**src/rtl/seg_scan_if.sv**
```systemverilog
// seg_scan_if: digit-writer load bus and scanned 7-segment display outputs
interface seg_scan_if;
  logic load;
  logic [39:0] digit_data;
  logic [7:0] dp_mask;
  logic [7:0] blink_mask;
  logic [7:0] seg_left;
  logic [7:0] seg_right;
  logic [7:0] seg_en;
  logic frame_sync;
  logic pending;
  modport master (
    output load, digit_data, dp_mask, blink_mask,
    input seg_left, seg_right, seg_en, frame_sync, pending
  );
  modport slave (
    input load, digit_data, dp_mask, blink_mask,
    output seg_left, seg_right, seg_en, frame_sync, pending
  );
endinterface

```
**src/rtl/seg_scan_driver.sv**
```systemverilog
// seg_scan_driver: double-buffered 8-digit hex decoder, 4-slot multiplexed scan with blanking and blink
module seg_scan_driver #(
  parameter int DIV = 100_000,
  parameter int BLANK_CYC = 16,
  parameter int BLINK_FRAMES = 125
) (
  input logic clk,
  input logic rst,
  seg_scan_if.slave bus
);
  localparam int W = $clog2(DIV);
  localparam int BW = $clog2(BLINK_FRAMES) + 1;
  localparam logic [W-1:0] SHOW_END = W'(DIV - BLANK_CYC - 1);
  localparam logic [W-1:0] SLOT_END = W'(DIV - 1);
  localparam logic [BW-1:0] BLINK_END = BW'(BLINK_FRAMES - 1);
  localparam logic [55:0] BLANK_BUF = {16'h0, {8{5'b10000}}};
  typedef enum logic {SHOW, BLANK} state_t;
  state_t state, state_n;
  logic [W-1:0] div_cnt, cnt_n;
  logic [1:0] idx, idx_n;
  logic [55:0] act, pbuf, eff, in_buf;
  logic pend, phase_on, slot_end, wrap, fs;
  logic [BW-1:0] bcnt;
  logic [7:0] seg_l, seg_r, en, seg_l_n, seg_r_n, en_n;
  function automatic logic [7:0] digit_seg(input logic [55:0] b, input logic [2:0] k, input logic on);
    logic [4:0] d;
    logic [6:0] s;
    d = b[5*k +: 5];
    case (d[3:0])
      4'h0: s = 7'h7E;
      4'h1: s = 7'h30;
      4'h2: s = 7'h6D;
      4'h3: s = 7'h79;
      4'h4: s = 7'h33;
      4'h5: s = 7'h5B;
      4'h6: s = 7'h5F;
      4'h7: s = 7'h70;
      4'h8: s = 7'h7F;
      4'h9: s = 7'h7B;
      4'hA: s = 7'h77;
      4'hB: s = 7'h1F;
      4'hC: s = 7'h4E;
      4'hD: s = 7'h3D;
      4'hE: s = 7'h4F;
      default: s = 7'h47;
    endcase
    return (!on && b[48+k]) ? 8'h00 : {d[4] ? 7'h00 : s, b[40+k]};
  endfunction
  assign in_buf = {bus.blink_mask, bus.dp_mask, bus.digit_data};
  assign slot_end = state == BLANK && div_cnt == SLOT_END;
  assign wrap = slot_end && idx == 2'd3;
  // a load landing on the frame_sync cycle must reach the very first SHOW cycle of the frame
  assign eff = fs && bus.load ? in_buf : act;
  assign bus.seg_left = seg_l;
  assign bus.seg_right = seg_r;
  assign bus.seg_en = en;
  assign bus.frame_sync = fs;
  assign bus.pending = pend;
  always_ff @(posedge clk) begin
    if (rst) begin
      state <= SHOW;
      div_cnt <= '0;
      idx <= '0;
      seg_l <= '0;
      seg_r <= '0;
      en <= '0;
      fs <= 1'b0;
    end else begin
      state <= state_n;
      div_cnt <= cnt_n;
      idx <= idx_n;
      seg_l <= seg_l_n;
      seg_r <= seg_r_n;
      en <= en_n;
      fs <= wrap;
    end
  end
  always_comb begin
    state_n = state == SHOW ? (div_cnt == SHOW_END ? BLANK : SHOW) : (slot_end ? SHOW : BLANK);
    cnt_n = slot_end ? '0 : div_cnt + 1'b1;
    idx_n = slot_end ? idx + 2'd1 : idx;
  end
  always_comb begin
    en_n = state == SHOW ? 8'h11 << idx : 8'h00;
    seg_r_n = state == SHOW ? digit_seg(eff, {1'b0, idx}, phase_on) : 8'h00;
    seg_l_n = state == SHOW ? digit_seg(eff, {1'b1, idx}, phase_on) : 8'h00;
  end
  always_ff @(posedge clk) begin
    if (rst) begin
      act <= BLANK_BUF;
      pbuf <= '0;
      pend <= 1'b0;
      bcnt <= '0;
      phase_on <= 1'b1;
    end else if (wrap) begin
      if (pend) act <= pbuf;
      if (bus.load) pbuf <= in_buf;
      pend <= bus.load;
      bcnt <= bcnt == BLINK_END ? '0 : bcnt + 1'b1;
      if (bcnt == BLINK_END) phase_on <= ~phase_on;
    end else if (fs && bus.load) begin
      act <= in_buf;
      pend <= 1'b0;
    end else if (bus.load) begin
      pbuf <= in_buf;
      pend <= 1'b1;
    end
  end
endmodule

```
**src/flat_wrapper.sv**
```systemverilog
// flat-port wrapper written by rule: the top's interface ports become plain ports
module seg_scan_driver_flat 
#(
  parameter int DIV = 100_000,
  parameter int BLANK_CYC = 16,
  parameter int BLINK_FRAMES = 125
)
  (clk, rst, bus_load, bus_digit_data, bus_dp_mask, bus_blink_mask, bus_seg_left, bus_seg_right, bus_seg_en, bus_frame_sync, bus_pending);
  seg_scan_if bus_i ();
  input logic clk;
  input logic rst;
  input wire logic [$bits(bus_i.load)-1:0] bus_load;
  input wire logic [$bits(bus_i.digit_data)-1:0] bus_digit_data;
  input wire logic [$bits(bus_i.dp_mask)-1:0] bus_dp_mask;
  input wire logic [$bits(bus_i.blink_mask)-1:0] bus_blink_mask;
  output wire logic [$bits(bus_i.seg_left)-1:0] bus_seg_left;
  output wire logic [$bits(bus_i.seg_right)-1:0] bus_seg_right;
  output wire logic [$bits(bus_i.seg_en)-1:0] bus_seg_en;
  output wire logic [$bits(bus_i.frame_sync)-1:0] bus_frame_sync;
  output wire logic [$bits(bus_i.pending)-1:0] bus_pending;
  assign bus_i.load = bus_load;
  assign bus_i.digit_data = bus_digit_data;
  assign bus_i.dp_mask = bus_dp_mask;
  assign bus_i.blink_mask = bus_blink_mask;
  assign bus_seg_left = bus_i.seg_left;
  assign bus_seg_right = bus_i.seg_right;
  assign bus_seg_en = bus_i.seg_en;
  assign bus_frame_sync = bus_i.frame_sync;
  assign bus_pending = bus_i.pending;
  seg_scan_driver #(.DIV(DIV), .BLANK_CYC(BLANK_CYC), .BLINK_FRAMES(BLINK_FRAMES)) u_core (.clk(clk), .rst(rst), .bus(bus_i));
endmodule
```
**config.mk**
```make
export PLATFORM = sky130hd
export DESIGN_NAME = seg_scan_driver_flat
export DESIGN_NICKNAME = d
export VERILOG_FILES = /design/src/rtl/seg_scan_if.sv /design/src/rtl/seg_scan_driver.sv /design/src/flat_wrapper.sv
export SDC_FILE = /design/constraint.sdc
export NUM_CORES = 1
export LEC_CHECK = 0
export ABC_AREA = 1
export CELL_PAD_IN_SITES_DETAIL_PLACEMENT = 1
export CELL_PAD_IN_SITES_GLOBAL_PLACEMENT = 1
export CORE_MARGIN = 2
export CORE_UTILIZATION = 45
export CTS_CLUSTER_SIZE = 30
export DETAILED_ROUTE_END_ITERATION = 6
export GPL_TIMING_DRIVEN = 0
export PLACE_DENSITY = 0.93
export SYNTH_ARGS = -nofsm -noshare
export SYNTH_HDL_FRONTEND = slang
export SYNTH_SLANG_ARGS = --single-unit
```
**constraint.sdc**
```tcl
create_clock -name clk -period 4.6 [get_ports clk]
set_clock_uncertainty 0.2 [all_clocks]
set_input_delay 0.69 -clock clk [delete_from_list [all_inputs] [get_ports clk]]
set_output_delay 0.69 -clock clk [all_outputs]
set_load 0.02 [all_outputs]
```
==> flow_metrics.tcl <==
set metrics [dict create \
    status "complete, no violations" \
    vdd_ir_drop_max_v 0.000243 \
    start_kind "flip-flop" \
    drv_slew 0 \
    io-pin-count 85 \
    intPower_w 0.00229 \
    antenna_cells 0 \
    leakage_nw 4.57 \
    rows 51 \
    ys_types 38 \
    drive_above_1_share 0.0763 \
    synth.top_cell.area_share 0.361 \
    fillerInstances 2606 \
    synth_flop_cell "dfxtp_1" \
    synth_area_leader_cell "dfxtp_1" \
    clk_latency_ps 440 \
    cts_hold_buf 0 \
    synth_edf_count 0 \
    criticalPathCategory "reg2reg" \
    port_buffers 83 \
    cp_slowest_stage_delay_ps 340 \
    ant_nets 0 \
    cts_buffer_depth 2 \
    grt_max_degree 17 \
    dr.pass1.iters 5 \
    slew_headroom 0.398 \
    vias_per_cell 5.90 \
    start_util 0.461 \
    place_hpwl_um 24300 \
    drc 0 \
    grt_pass1_wl_um 55800 \
    max_freq_ghz 0.357 \
    syn_avg_cell_area_um2 6.75 \
    ys_seq_area_frac 0.361 \
    maxCapViolCount 0 \
    hold_start "u_core.div_cnt[0]" \
    core_area_mm2 0.0196 \
    cts_setup_buffers 0 \
    netlist_area_mm2 0.00903 \
    die_w_um 146 \
    fin_crit_ps 2800 \
    required_ps 4760 \
    yosysWarnings 0 \
    clk_pin_slew_worst_paths_ps 60 \
    final_area_mm2 0.0107 \
    switching_share 0.261 \
    ys_async_sr_fraction 0 \
    arrival_ps 2960 \
    cts_resized 0 \
    setup_viol 0 \
    power_density_mw_per_mm2 288 \
    power_frac_clock 0.437 \
    slowest_stage "buf_2" \
    cts_sinks 163 \
    cp_max_fo 10 \
    nets 1518 \
    dieHeight_um 146 \
    r2r-start "u_core.idx[0]" \
    combPwrFrac 0.086 \
    cts_root_buf "clkbuf_16" \
    rr_endpoint "u_core.bus.seg_left[2]" \
    worst_slew_pin_slew_ps 903 \
    detail_route.wl_per_cell_um 20.7 \
    cts_tree "done" \
    p_sw_w 0.000805 \
    grt_pass1_vias 10407 \
    grt-ovfl-total 0 \
    finalCritPeriodShare 0.609 \
    synth_area_leaders "dfxtp_1, nand2_1, nand3_1" \
    synth-seq-cells 163 \
    grt_setup_unrepaired "false" \
    grt_antenna_before_repair 0 \
    cts_buffers 17 \
    synth_nets 1416 \
    tns_ps 0 \
    cp_common_cell "nand2_1" \
    path_buf_inv 5 \
    die_area_mm2 0.0212 \
    via_count 10137 \
    holdPathEnd "u_core.div_cnt[0]" \
    reg2reg_depth 13 \
    dpl_cell_area_mm2 0.0102 \
    routed_wirelength_um 35600 \
    area_growth_pct 18.8 \
    grt_util_all_layers 0.333 \
    cp_cell_sequence "buf_2 > clkinv_1 > buf_2 > nand3_1 > nand3_1 > nand2_1 > inv_1 > ha_1 > inv_1 > nand2_1 > nand2_1 > nand2_1 > a21oi_1" \
    gp_congestion 0.923 \
    syn_inst 1339 \
    min_path_type "reg2reg" \
    drtIter0Drc 784 \
    h-tree-depth 4 \
    r2r_slack_ps 1800 \
    crit_family "buffers and inverters" \
    finalHoldViolCount 0 \
    p_seq_frac 0.477 \
    cp-end-kind "flip-flop" \
    hold_depth 1 \
]
-- cells in the mapped netlist, drive strengths merged, types with 2 or more instances --
cell type,count
mux2,12
mux2i,2
ha,18
xor2,6
dfxtp,163
nand3b,42
a21oi,115
and2,3
nand3,141
o211a,6
clkbuf,31
nor3,7
nor2,156
o211ai,10
nand4,5
inv,96
clkinv,4
nand2,342
or2,2
buf,59
o21ai,101
a211oi,16
-- state kept, by name, summed over array words and instances (netlist names) --
name                   count
u_core.pbuf               56
u_core.state               1
u_core.act                56
u_core.bus.pending         1
u_core.div_cnt            17
u_core.idx                 2
u_core.bus.seg_right       8
u_core.phase_on            1
u_core.bcnt                8
u_core.bus.seg_left        8
u_core.bus.seg_en          4
u_core.bus.frame_sync      1
-- routing by layer --
layer  share of wire  up-vias  GRT usage
met5               0        -          0
met4           0.057        0      0.208
met3           0.081      154     0.0618
met2            0.46      499      0.546
met1            0.40     4888      0.404
li1                -     4596          -
-- area by class of cell --
| class | instances | area (um^2) | share of cell area |
|---|---|---|---|
| multi-input cells | 986 | 4880 | 0.455 |
| clock inverters | 9 | 56.3 | 0.00525 |
| well taps | 265 | 332 | 0.0309 |
| flip-flops and latches | 163 | 3260 | 0.304 |
| plain buffers | 90 | 517 | 0.0482 |
| inverters | 100 | 375 | 0.0350 |
| repair buffers | 83 | 831 | 0.0774 |
| clock buffers | 23 | 478 | 0.0445 |
-- power by group through the flow --
stage / logic (W) / clock network (W) / registers (W)
3_3_place_gp: 0.000246 / 0 / 0.00150
6_report: 0.000266 / 0.00135 / 0.00147
2_1_floorplan: 0.000134 / 0 / 0.00150
5_1_grt: 0.000287 / 0.00139 / 0.00148
4_1_cts: 0.000259 / 0.00134 / 0.00147
3_5_place_dp: 0.000255 / 0 / 0.00150
-- layout by cell type, fill, tap and decap left out, types with 18 or more instances in the layout --
cell / n
inv_1: 94
clkdlybuf4s50_1: 83
dfxtp_1: 163
clkbuf_1: 34
nand2_1: 338
a21oi_1: 114
ha_1: 18
o21ai_0: 90
buf_2: 23
nand3_1: 139
nand3b_1: 42
nor2_1: 152
-- worst max-delay path by stage --
stage | startpoint | endpoint | slack (ps) | cells past startpoint
4_1_cts | u_core.idx[0] | u_core.bus.seg_left[2] | 1860 | 13
3_3_place_gp | bus_load | u_core.bus.seg_left[2] | 1630 | 16
3_5_place_dp | bus_load | u_core.bus.seg_left[2] | 1570 | 16
5_1_grt | u_core.idx[0] | u_core.bus.seg_left[1] | 1670 | 13
2_1_floorplan | bus_load | u_core.bus.seg_left[4] | 2100 | 15
6_report | u_core.idx[0] | u_core.bus.seg_left[2] | 1800 | 13
-- logic make-up after synthesis --
| group | Yosys count | synth area share |
|---|---|---|
| mux | 14 | 0.0172 |
| fa+ha+maj | 18 | 0.0249 |
| xor+xnor | 6 | 0.00582 |
| flops | 163 | 0.361 |
| simple gates | 699 | 0.339 |
| buf+inv | 190 | 0.0987 |
| compound gates | 249 | 0.154 |
-- worst register-to-register path, cell delays in order, from the launching register on --
cell      delay [ps]
dfxtp_1          330
buf_2            290
clkinv_1         330
buf_2            340
nand3_1          130
nand3_1          110
nand2_1          260
inv_1            130
ha_1             210
inv_1             50
nand2_1           70
nand2_1           80
nand2_1           50
a21oi_1          140
-- metrics by stage --
stage | power [W] | utilization | hold slack [ps] | cells | worst slack [ps]
global placement | 0.00175 | 0.521 | 232 | 1687 | 1630
floorplan | 0.00163 | - | 218 | 1339 | 2100
CTS | 0.00307 | 0.548 | 270 | 1719 | 1860
finish | 0.00309 | 0.548 | 271 | 1719 | 1800
global route | 0.00316 | 0.548 | 293 | 1719 | 1670
detailed placement | 0.00176 | 0.521 | 256 | 1687 | 1570
Power figures use the tool's default switching activity.
